`config.mk`:
```
export PLATFORM = sky130hd
export DESIGN_NAME = seg7_rx_decoder
export DESIGN_NICKNAME = d
export VERILOG_FILES = /design/src/rtl/seg7_rx_decoder.sv
export SDC_FILE = /design/constraint.sdc
export NUM_CORES = 1
export LEC_CHECK = 0
export BUFFER_PORTS_ARGS = -buffer_cell sky130_fd_sc_hd__buf_2
export CAP_MARGIN = 20
export CORE_MARGIN = 10
export CORE_UTILIZATION = 60
export CTS_CLUSTER_SIZE = 14
export DETAILED_ROUTE_END_ITERATION = 8
export PLACE_DENSITY = 0.84
export SLEW_MARGIN = 15
export SYNTH_ARGS = -nofsm -noshare
export SYNTH_HDL_FRONTEND = slang
export SYNTH_SLANG_ARGS = --single-unit
export TNS_END_PERCENT = 5
```
`constraint.sdc`:
```
create_clock -name clk -period 3.57 [get_ports clk]
set_clock_uncertainty 0.1 [all_clocks]
set_input_delay 0.714 -clock clk [delete_from_list [all_inputs] [get_ports clk]]
set_output_delay 0.714 -clock clk [all_outputs]
set_load 0.03 [all_outputs]
```
`src/rtl/seg7_rx_decoder.sv`:
```
// seg7_rx_decoder: reads an active-low 7-segment bus back into hex digits.
// Patterns that hold for STABLE_CYCLES samples are accepted. Accepted
// patterns that are not blank are queued as {invalid, digit} in a
// first-word-fall-through FIFO, which has a valid/ready output.
// Build option: define SEG7_RX_SYNC_EN to add a 2-flop input synchronizer
// for asynchronous segment sources. This adds 2 cycles of latency.
//
// Output handshake: an entry is presented while out_valid=1. The entry is
// transferred and popped on a rising edge where out_valid & out_ready. The
// producer (this block) holds digit_out/invalid_out stable until that edge.
module seg7_rx_decoder #(
  parameter int STABLE_CYCLES = 4,
  parameter int FIFO_DEPTH    = 4
) (
  input  logic                          clk,
  input  logic                          rst_n,
  input  logic [0:6]                    HEX_IN,
  output logic [3:0]                    digit_out,
  output logic                          invalid_out,
  output logic                          out_valid,
  input  logic                          out_ready,
  output logic [$clog2(FIFO_DEPTH):0]   fifo_count,
  output logic                          overflow,
  input  logic                          clr_ovf,
  output logic                          dbg_state
);

  localparam int          AW       = $clog2(FIFO_DEPTH);
  localparam logic [6:0]  BLANK    = 7'b1111111;
  localparam logic [7:0]  CNT_LAST = 8'(STABLE_CYCLES - 1);

  typedef enum logic {S_IDLE = 1'b0, S_QUAL = 1'b1} state_t;

  // Pattern written left to right as segment a..g maps onto bits [6:0].
  function automatic logic [4:0] decode(input logic [6:0] p);
    case (p)
      7'b0000001: decode = 5'h00;
      7'b1001111: decode = 5'h01;
      7'b0010010: decode = 5'h02;
      7'b0000110: decode = 5'h03;
      7'b1001100: decode = 5'h04;
      7'b0100100: decode = 5'h05;
      7'b0100000: decode = 5'h06;
      7'b0001111: decode = 5'h07;
      7'b0000000: decode = 5'h08;
      7'b0000100: decode = 5'h09;
      7'b0001000: decode = 5'h0A;
      7'b1100000: decode = 5'h0B;
      7'b0110001: decode = 5'h0C;
      7'b1000010: decode = 5'h0D;
      7'b0110000: decode = 5'h0E;
      7'b0111000: decode = 5'h0F;
      default:    decode = 5'h10;
    endcase
  endfunction

  logic [6:0] hex_w;
  logic [6:0] sample;
  assign hex_w = HEX_IN;

`ifdef SEG7_RX_SYNC_EN
  logic [6:0] sync1_q, sync2_q;
  // Two-flop synchronizer. It resets to blank so that the FSM idles after reset.
  always_ff @(posedge clk or negedge rst_n) begin
    if (!rst_n) begin
      sync1_q <= BLANK;
      sync2_q <= BLANK;
    end else begin
      sync1_q <= hex_w;
      sync2_q <= sync1_q;
    end
  end
  assign sample = sync2_q;
`else
  assign sample = hex_w;
`endif

  state_t     state_q, state_d;
  logic [6:0] last_q, last_d;
  logic [6:0] cand_q, cand_d;
  logic [7:0] cnt_q, cnt_d;
  logic       push;

  // Stability qualification: next-state logic and the accept/push decision.
  always_comb begin
    state_d = state_q;
    last_d  = last_q;
    cand_d  = cand_q;
    cnt_d   = cnt_q;
    push    = 1'b0;
    case (state_q)
      S_IDLE: begin
        if (sample != last_q) begin
          cand_d  = sample;
          cnt_d   = 8'd1;
          state_d = S_QUAL;
        end
      end
      S_QUAL: begin
        if (sample == cand_q) begin
          if (cnt_q == CNT_LAST) begin
            last_d  = cand_q;
            push    = (cand_q != BLANK);
            state_d = S_IDLE;
          end else begin
            cnt_d = cnt_q + 8'd1;
          end
        end else if (sample == last_q) begin
          state_d = S_IDLE;
        end else begin
          cand_d = sample;
          cnt_d  = 8'd1;
        end
      end
      default: state_d = S_IDLE;
    endcase
  end

  // Qualification state registers.
  always_ff @(posedge clk or negedge rst_n) begin
    if (!rst_n) begin
      state_q <= S_IDLE;
      last_q  <= BLANK;
      cand_q  <= BLANK;
      cnt_q   <= 8'd0;
    end else begin
      state_q <= state_d;
      last_q  <= last_d;
      cand_q  <= cand_d;
      cnt_q   <= cnt_d;
    end
  end

  assign dbg_state = state_q;

  logic [4:0]  mem_q [FIFO_DEPTH];
  logic [AW-1:0] wr_q, rd_q;
  logic [AW:0] count_q;
  logic        ovf_q;
  logic        full, pop, push_ok, ovf_set;

  assign full    = (count_q == (AW+1)'(FIFO_DEPTH));
  assign pop     = out_valid & out_ready;
  assign push_ok = push & (~full | pop);
  assign ovf_set = push & full & ~pop;

  // FIFO storage. Only the head is observed, and it is gated by out_valid, so no reset is needed.
  always_ff @(posedge clk) begin
    if (push_ok) mem_q[wr_q] <= decode(cand_q);
  end

  // FIFO pointers, occupancy and sticky overflow. A new set wins over clr_ovf.
  always_ff @(posedge clk or negedge rst_n) begin
    if (!rst_n) begin
      wr_q    <= '0;
      rd_q    <= '0;
      count_q <= '0;
      ovf_q   <= 1'b0;
    end else begin
      if (push_ok) wr_q <= wr_q + 1'b1;
      if (pop)     rd_q <= rd_q + 1'b1;
      if (push_ok && !pop)      count_q <= count_q + 1'b1;
      else if (!push_ok && pop) count_q <= count_q - 1'b1;
      if (ovf_set)      ovf_q <= 1'b1;
      else if (clr_ovf) ovf_q <= 1'b0;
    end
  end

  assign out_valid   = (count_q != '0);
  assign fifo_count  = count_q;
  assign overflow    = ovf_q;
  assign digit_out   = out_valid ? mem_q[rd_q][3:0] : 4'h0;
  assign invalid_out = out_valid & mem_q[rd_q][4];

endmodule

```
## Word level (Yosys, flattened, before mapping)

Memories as Yosys holds them, arrays and structs flattened.
Cells that the tools add are included.

- Memory bits (read-only): 0
- Word-level logic and storage cells: 86
- Memories kept: 1
- Register bits: 31
- Bits in latches: 0
- RAM bits: 20

- Eq/ne operators: 26
- Divide/modulo/power cells: 0
- Add/subtract/negate cells: 5
- Magnitude comparators: 0
- Shifts and indexed selects: 0
- Bitwise gates (word level): 9
- Muxes and demuxes: 26
- Multipliers: 0
- Reductions and logical operators: 11

Memory list:

| memory | words | bits a word | read ports | clocked after Yosys merged registers in | write ports | RTL line | source |
|---|---|---|---|---|---|---|---|
| mem_q | 4 | 5 | 1 | 0 | 1 | 136 | `logic [4:0] mem_q [FIFO_DEPTH];` |

Operators with widths:

| operator | count |
|---|---|
| 5-bit case mux with 16 select lines | 1 |
| 7-bit by 6-bit equality test with 1-bit output, second input constant | 5 |
| 8-bit two-way mux | 4 |
| 7-bit equality test, second input constant | 4 |
| 7-bit two-way mux | 3 |
| 8-bit case mux with 2 select lines | 1 |
| 7-bit by 3-bit equality test with 1-bit output, second input constant | 2 |
| 7-bit by 4-bit equality test with 1-bit output, second input constant | 2 |
| 7-bit equality test | 2 |
| 7-bit case mux with 2 select lines | 1 |
| 1-bit two-way mux | 11 |
| 3-bit AND reduction | 3 |
| 8-bit by 1-bit adder with 8-bit output, second input constant | 1 |
| 8-bit by 2-bit equality test with 1-bit output, second input constant | 1 |
| 7-bit by 1-bit equality test with 1-bit output, second input constant | 1 |
| 7-bit by 5-bit equality test with 1-bit output, second input constant | 1 |
| 7-bit zero test | 1 |
| 7-bit != test | 1 |
| 7-bit != test, second input constant | 1 |
| 3-bit two-way mux | 2 |
| 2-bit != test, second input constant | 3 |
| 3-bit != test, second input constant | 2 |
| 1-bit bitwise AND | 5 |
| 5-bit two-way mux | 1 |
| other kinds (12) | 18 |

## Depth between registers and ports, before layout

- Depth in word-level cells: 9
- Gate-level depth with buffers: 12

## Worst setup path after synthesis

No wires, ideal clock.

- Path kind: register to register
- Start: register cnt_q[3]
- End: register count_q[2], in the netlist fifo_count[2]
- Data arrival time: 2641 ps
- Cell stages (with the launch flop): 12
- Required time: 3390 ps
- Slack: 749 ps
- Path buffers: 1
- Clock period less this slack: 2821 ps
- Path through: dfrtp_1 > or3_1 > or4_4 > nor3_2 > and3b_1 > buf_4 > ha_1 > inv_1 > fa_1 > xor2_1 > nor2_1 > xor2_1

- Longest elaborated chain between the ends: 8
- Elaborated cells on any way between the ends: 10
- Classes of those cells: 1 x eq/ne; 4 x mux; 1 x bitwise; 4 x reduce/logical

Ends and longest elaborated chain:

| element | RTL line | source |
|---|---|---|
| start: declaration | 81 | `logic [7:0] cnt_q, cnt_d;` |
| start signal: assignment | 130 | `cnt_q <= cnt_d;` |
| 8-bit by 2-bit equality test with 1-bit output (*) | 101 | `if (cnt_q == CNT_LAST) begin` |
| 1-bit two-way mux (*) | 101 |  |
| 1-bit two-way mux (*) | 100 | `if (sample == cand_q) begin` |
| 1-bit two-way mux (*) | 91 | `case (state_q)` |
| 1-bit bitwise AND (*) | 144 | `assign push_ok = push & (~full \| pop);` |
| via push_ok | 140 | `logic full, pop, push_ok, ovf_set;` |
| 1-bit zero test | 163 | `else if (!push_ok && pop) count_q <= count_q - 1'b1;` |
| 1-bit logical AND | 163 |  |
| 2-bit nonzero test (no source line) | n/a |  |
| end signal: assignment | 162 | `if (push_ok && !pop) count_q <= count_q + 1'b1;` |
| end signal: assignment | 163 |  |
| end: declaration | 138 | `logic [AW:0] count_q;` |

The timed path passes the listed nets; every way through them passes the cells marked *.
A chain may end at the register's enable or synchronous reset.

## Worst setup path in the final report

- Start: register cnt_q[1]
- End: register count_q[2], in the netlist fifo_count[2]

- Longest elaborated chain between the ends: 8
- Elaborated cells on any way between the ends: 10
- Classes of those cells: 1 x eq/ne; 4 x mux; 1 x bitwise; 4 x reduce/logical

Ends and longest elaborated chain:

| element | RTL line |
|---|---|
| 8-bit by 2-bit equality test with 1-bit output (*) | 101 |
| 1-bit two-way mux (*) | 101 |
| 1-bit two-way mux (*) | 100 |
| 1-bit two-way mux (*) | 91 |
| 1-bit bitwise AND (*) | 144 |
| 1-bit zero test | 163 |
| 1-bit logical AND | 163 |
| 2-bit nonzero test (no source line) | n/a |

Mark *: on every way between the ends. The rest lies on a longest branch, timed or not.

==> metrics.sh <==
STDCELL_AREA_MM2=0.003010
POSTSYNTHNETCOUNT=266
GP_ROUTABILITY_CONGESTION=0.8053
ADDER_CELL_SHARE_OF_THE_SYNTHESIZED_AREA_PCT=3.402
GRT.MET1_USAGE_PCT=16.05
BUFFER_TYPE_AT_THE_CLOCK_TREE_ROOT='sky130_fd_sc_hd__clkbuf_8'
GRT_PASS1_WL_UM=8066
SHARE_OF_THE_SYNTHESIZED_AREA_IN_COMPOUND_GATES_AO_OA_AOI_OAI_PCT=8.371
IR_DROP_uV=425.5
CLKTRANSATPATHREGS_NS=0.09
INITIALDRTVIOLATIONCOUNT=105
OVERALL_ROUTING_RESOURCE_USAGE_PCT=13.05
PWR_DENSITY_CELL_mW_PER_MM2=514.9
CTS_INSERTED_BUFFERS=5
CP-STARTPOINT='cnt_q[1]'
SYNTH_EDF_COUNT=20
DRTANTENNAVIOLNETS=0
DP.FINAL_HPWL_UM=3443
SYNTH.MUX.AREA_FRACTION_PCT=10.83
CP_DATA_REQUIRED_TIME_NS=3.70
INITIAL_ANTENNA_VIOLATION_COUNT=0
R2R_START='cnt_q[1]'
NUMPORTBUFFERS=21
GROUTE.LAYER.MET2.USAGE_PCT=21.84
NETS_FINISH=277
NUM_ROWS=24
CRITICAL_PATH_ARRIVAL_NS=3.16
SHARE_OF_FINAL_LAYOUT_STANDARD_CELLS_STRONGER_THAN_DRIVE_STRENGTH_1_PCT=26.92
GRT_PASS1_VIAS=1743
AREA.GROWTH.SYNTH_TO_FINAL_PCT=7.699
GRT.BUSIEST_LAYER='met2'
DIE_WIDTH_UM=88.26
WORST_PATH_MAX_DELAY_CELL='sky130_fd_sc_hd__or4_4'
COMBINATIONAL_FAMILY_WITH_THE_MOST_AREA_AFTER_SYNTHESIS='simple AND/OR/NAND/NOR gates'
YOSYS.AREA_SHARE.XOR_XNOR_PCT=6.580
ROUTED_LENGTH_PER_INSTANCE_UM=15.05
SYNTH.CELL_AREA_MM2=0.002795
CTS_RESIZED=0
SYNTH.AVG_CELL_AREA_UM2=11.27
MAX_FREQ_MHz=330.9
FINAL_HOLD_VIOL_COUNT=0
ENDPOINT_KIND='flip-flop'
WORST_SETUP_START_KIND='flip-flop'
SYNTH.FF_LATCH_COUNT=51
CP_NUM_BUF_INV=1
TRITONCTS='built'
MIN_PERIOD_NS=3.022
ROUTE.FINAL.WIRE_LENGTH_UM=4696
POST_CTS.REPAIR.SETUP_BUFFERS=0
POSTSYNTHCELLCOUNT=248
VIASPERCELL=5.798
ANTENNADIODECOUNT=0
ROUTE.DETAILED.DRC=0
CAP_VIOL_MAX_COUNT=0
CTS_SINKS=51
CRITICAL_PATH_CLASS='reg -> reg'
NETLIST-CELL-TYPE-COUNT=51
TIGHTESTPINTRANSITION_NS=0.6964
STATIC-LEAKAGE-POWER_nW=1.167
YOSYSWARNINGCOUNT=0
CPLARGESTDELAYFAMILY='simple AND/OR/NAND/NOR gates'
DIE_OUTLINE_AREA_MM2=0.007789
CTSHTREEMAXLEVEL=2
HOLD_PATH.CLASS='in -> async'
RESIDUAL_OVERFLOW_FROM_GLOBAL_ROUTING=0
TIMING.FINAL.MAX_SLEW_VIOLATIONS=0
SYNTH-SEQ-AREA-SHARE_PCT=49.87
TIMING.CRITICAL_PATH.FANOUT_MAX=7
TIMING.CRITICAL_PATH.SLOWEST_CELL_DELAY_NS=0.50
SYNTH_SIMPLE_GATE_AREA_SHARE_PCT=17.41
MAX-CLOCK-PATH-BUFFERS=2
DETAILROUTE.VIA_COUNT=1809
FIRSTDRTPASSITERS=4
TIMING.FINAL.SETUP_VIOLATIONS=0
POST_DP_CELL_AREA_MM2=0.002900
ASYNCSETRESETFLOPFRACSYNTH_PCT=60.78
CTS-HOLD-FIX-BUFFERS=0
OUTCOME='completed'
LAYOUT_WORST_PATH_CYCLE_SHARE_PCT=84.65
WORSTSKEWPAIRLATENCY_NS=0.30
NUMBER_OF_PRIMARY_I_O_PINS=22
WHS_NS=0.3405
POSTSYNTH.TOPFLOPCELL='sky130_fd_sc_hd__edfxtp_1'
START_UTIL_PCT=62.89
WORST_SLEW_MARGIN_REL_PCT=53.57
FP.COREAREA_MM2=0.004444
TIMING.SETUP.TNS_NS=0
GRT_START_MAX_NET_PINS=32
RSZ_0062_RAISED_AFTER_GLOBAL_ROUTING='false'
CP_CELL_INSTANCES='ha_1 -> nand2b_1 -> or4_4 -> nor3_2 -> and3b_1 -> ha_1 -> inv_1 -> fa_1 -> xor2_1 -> nor2_1 -> xor2_1'
FP.DIEH_UM=88.26
MET3_USAGE_PCT=3.125
==> cell usage after synthesis (5+ instances only) <==
cell	instances	area share, %
sky130_fd_sc_hd__mux4_2	5	4.0
sky130_fd_sc_hd__and2_1	11	2.5
sky130_fd_sc_hd__dfrtp_1	17	15
sky130_fd_sc_hd__a21oi_1	11	2.0
sky130_fd_sc_hd__o21ai_0	5	0.90
sky130_fd_sc_hd__nand3_1	6	1.1
sky130_fd_sc_hd__nand2_1	14	1.9
sky130_fd_sc_hd__clkbuf_1	15	2.0
sky130_fd_sc_hd__nand4_1	5	1.1
sky130_fd_sc_hd__nor2_1	17	2.3
sky130_fd_sc_hd__nand2b_1	5	1.1
sky130_fd_sc_hd__ha_1	6	2.7
sky130_fd_sc_hd__xor2_1	6	1.9
sky130_fd_sc_hd__edfxtp_1	20	21
sky130_fd_sc_hd__or3_1	5	1.1
sky130_fd_sc_hd__xnor2_1	15	4.7
sky130_fd_sc_hd__mux2_2	15	6.0
sky130_fd_sc_hd__inv_1	5	0.67
sky130_fd_sc_hd__dfstp_2	14	13
==> flip-flops by register name (all words and copies together), names as in the netlist, 2 cells and up <==
signal / flops
cnt_q: 8
wr_q: 2
last_q: 7
mem_q: 20
fifo_count: 3
rd_q: 2
cand_q: 7
==> where the power goes <==
part           internal [mW]  switching [mW]  total (mW)  leakage [nW]
sequential             0.655          0.0856       0.741         0.535
clock                  0.209           0.182       0.391        0.0514
combinational          0.185           0.234       0.418         0.581
==> cell families after synthesis <==
| kind of cell | after synthesis |
|---|---|
| flip-flops | 51 |
| adder cells (fa/ha/maj) | 7 |
| multiplexers | 22 |
| AND/OR/NAND/NOR | 88 |
| buffers and inverters | 24 |
| AO/OA/AOI/OAI | 35 |
| XOR/XNOR | 21 |
==> cell type report <==
cell class | count | area (µm²)
tap | 52 | 65.06
multi-input combinational | 173 | 1303
clock inverter | 2 | 37.54
timing repair buffer | 23 | 120.1
inverter | 5 | 18.77
sequential | 51 | 1394
fill | 343 | 1434
clock buffer | 6 | 72.57
==> per-stage QoR <==
stage / power (mW) / utilization [%] / setup WS [ns] / std cells
floorplan: 1.068 / - / 0.7486 / 248
global placement: 1.169 / 65.26 / 0.6348 / 304
detailed placement: 1.180 / 65.26 / 0.5514 / 304
CTS: 1.569 / 67.74 / 0.5329 / 312
global route: 1.642 / 67.74 / 0.3157 / 312
finish: 1.550 / 67.74 / 0.5480 / 312
==> path summary, 6_finish.rpt <==
kind / depth (start not counted) / slack (ns) / end
hold reg to reg: 1 / 0.41 / fifo_count[2]
setup / recovery: 11 / 0.55 / fifo_count[2]
hold / removal: 1 / 0.34 / rd_q[1]
min in group clk: 1 / 0.41 / fifo_count[2]
setup reg to reg: 11 / 0.55 / fifo_count[2]
max in group asynchronous: 1 / 2.58 / dbg_state
==> per-layer routing <==
metal	routed length [µm]	vias to the layer above
met5	0	-
met1	2165	862
li1	-	913
met3	232	4
met2	2249	30
met4	48	0
==> cell usage in the layout, fill, tap and decap left out, drive strengths merged, types with 3 or more instances in the layout <==
| master | instances |
|---|---|
| nand4 | 5 |
| nor4 | 4 |
| dfstp | 14 |
| nand3 | 6 |
| clkbuf | 6 |
| or2 | 4 |
| nor3 | 5 |
| edfxtp | 20 |
| or3 | 5 |
| xor2 | 6 |
| dfrtp | 17 |
| a21o | 4 |
| ha | 6 |
| xnor2 | 15 |
| nand2 | 14 |
| a21oi | 11 |
| o32ai | 3 |
| inv | 5 |
| and2 | 11 |
| buf | 23 |
| nand2b | 5 |
| and3 | 3 |
| mux2 | 16 |
| nor2 | 17 |
| o21ai | 5 |
| mux4 | 5 |
==> worst reg2reg max path, stage by stage, from the launching register on <==
cell and delay, ns:
sky130_fd_sc_hd__dfrtp_1 0.42, sky130_fd_sc_hd__ha_1 0.23, sky130_fd_sc_hd__nand2b_1 0.11, sky130_fd_sc_hd__or4_4 0.50, sky130_fd_sc_hd__nor3_2 0.21, sky130_fd_sc_hd__and3b_1 0.32, sky130_fd_sc_hd__ha_1 0.22, sky130_fd_sc_hd__inv_1 0.06
sky130_fd_sc_hd__fa_1 0.37, sky130_fd_sc_hd__xor2_1 0.15, sky130_fd_sc_hd__nor2_1 0.12, sky130_fd_sc_hd__xor2_1 0.15
No activity file was read; power rests on OpenSTA's default activity.
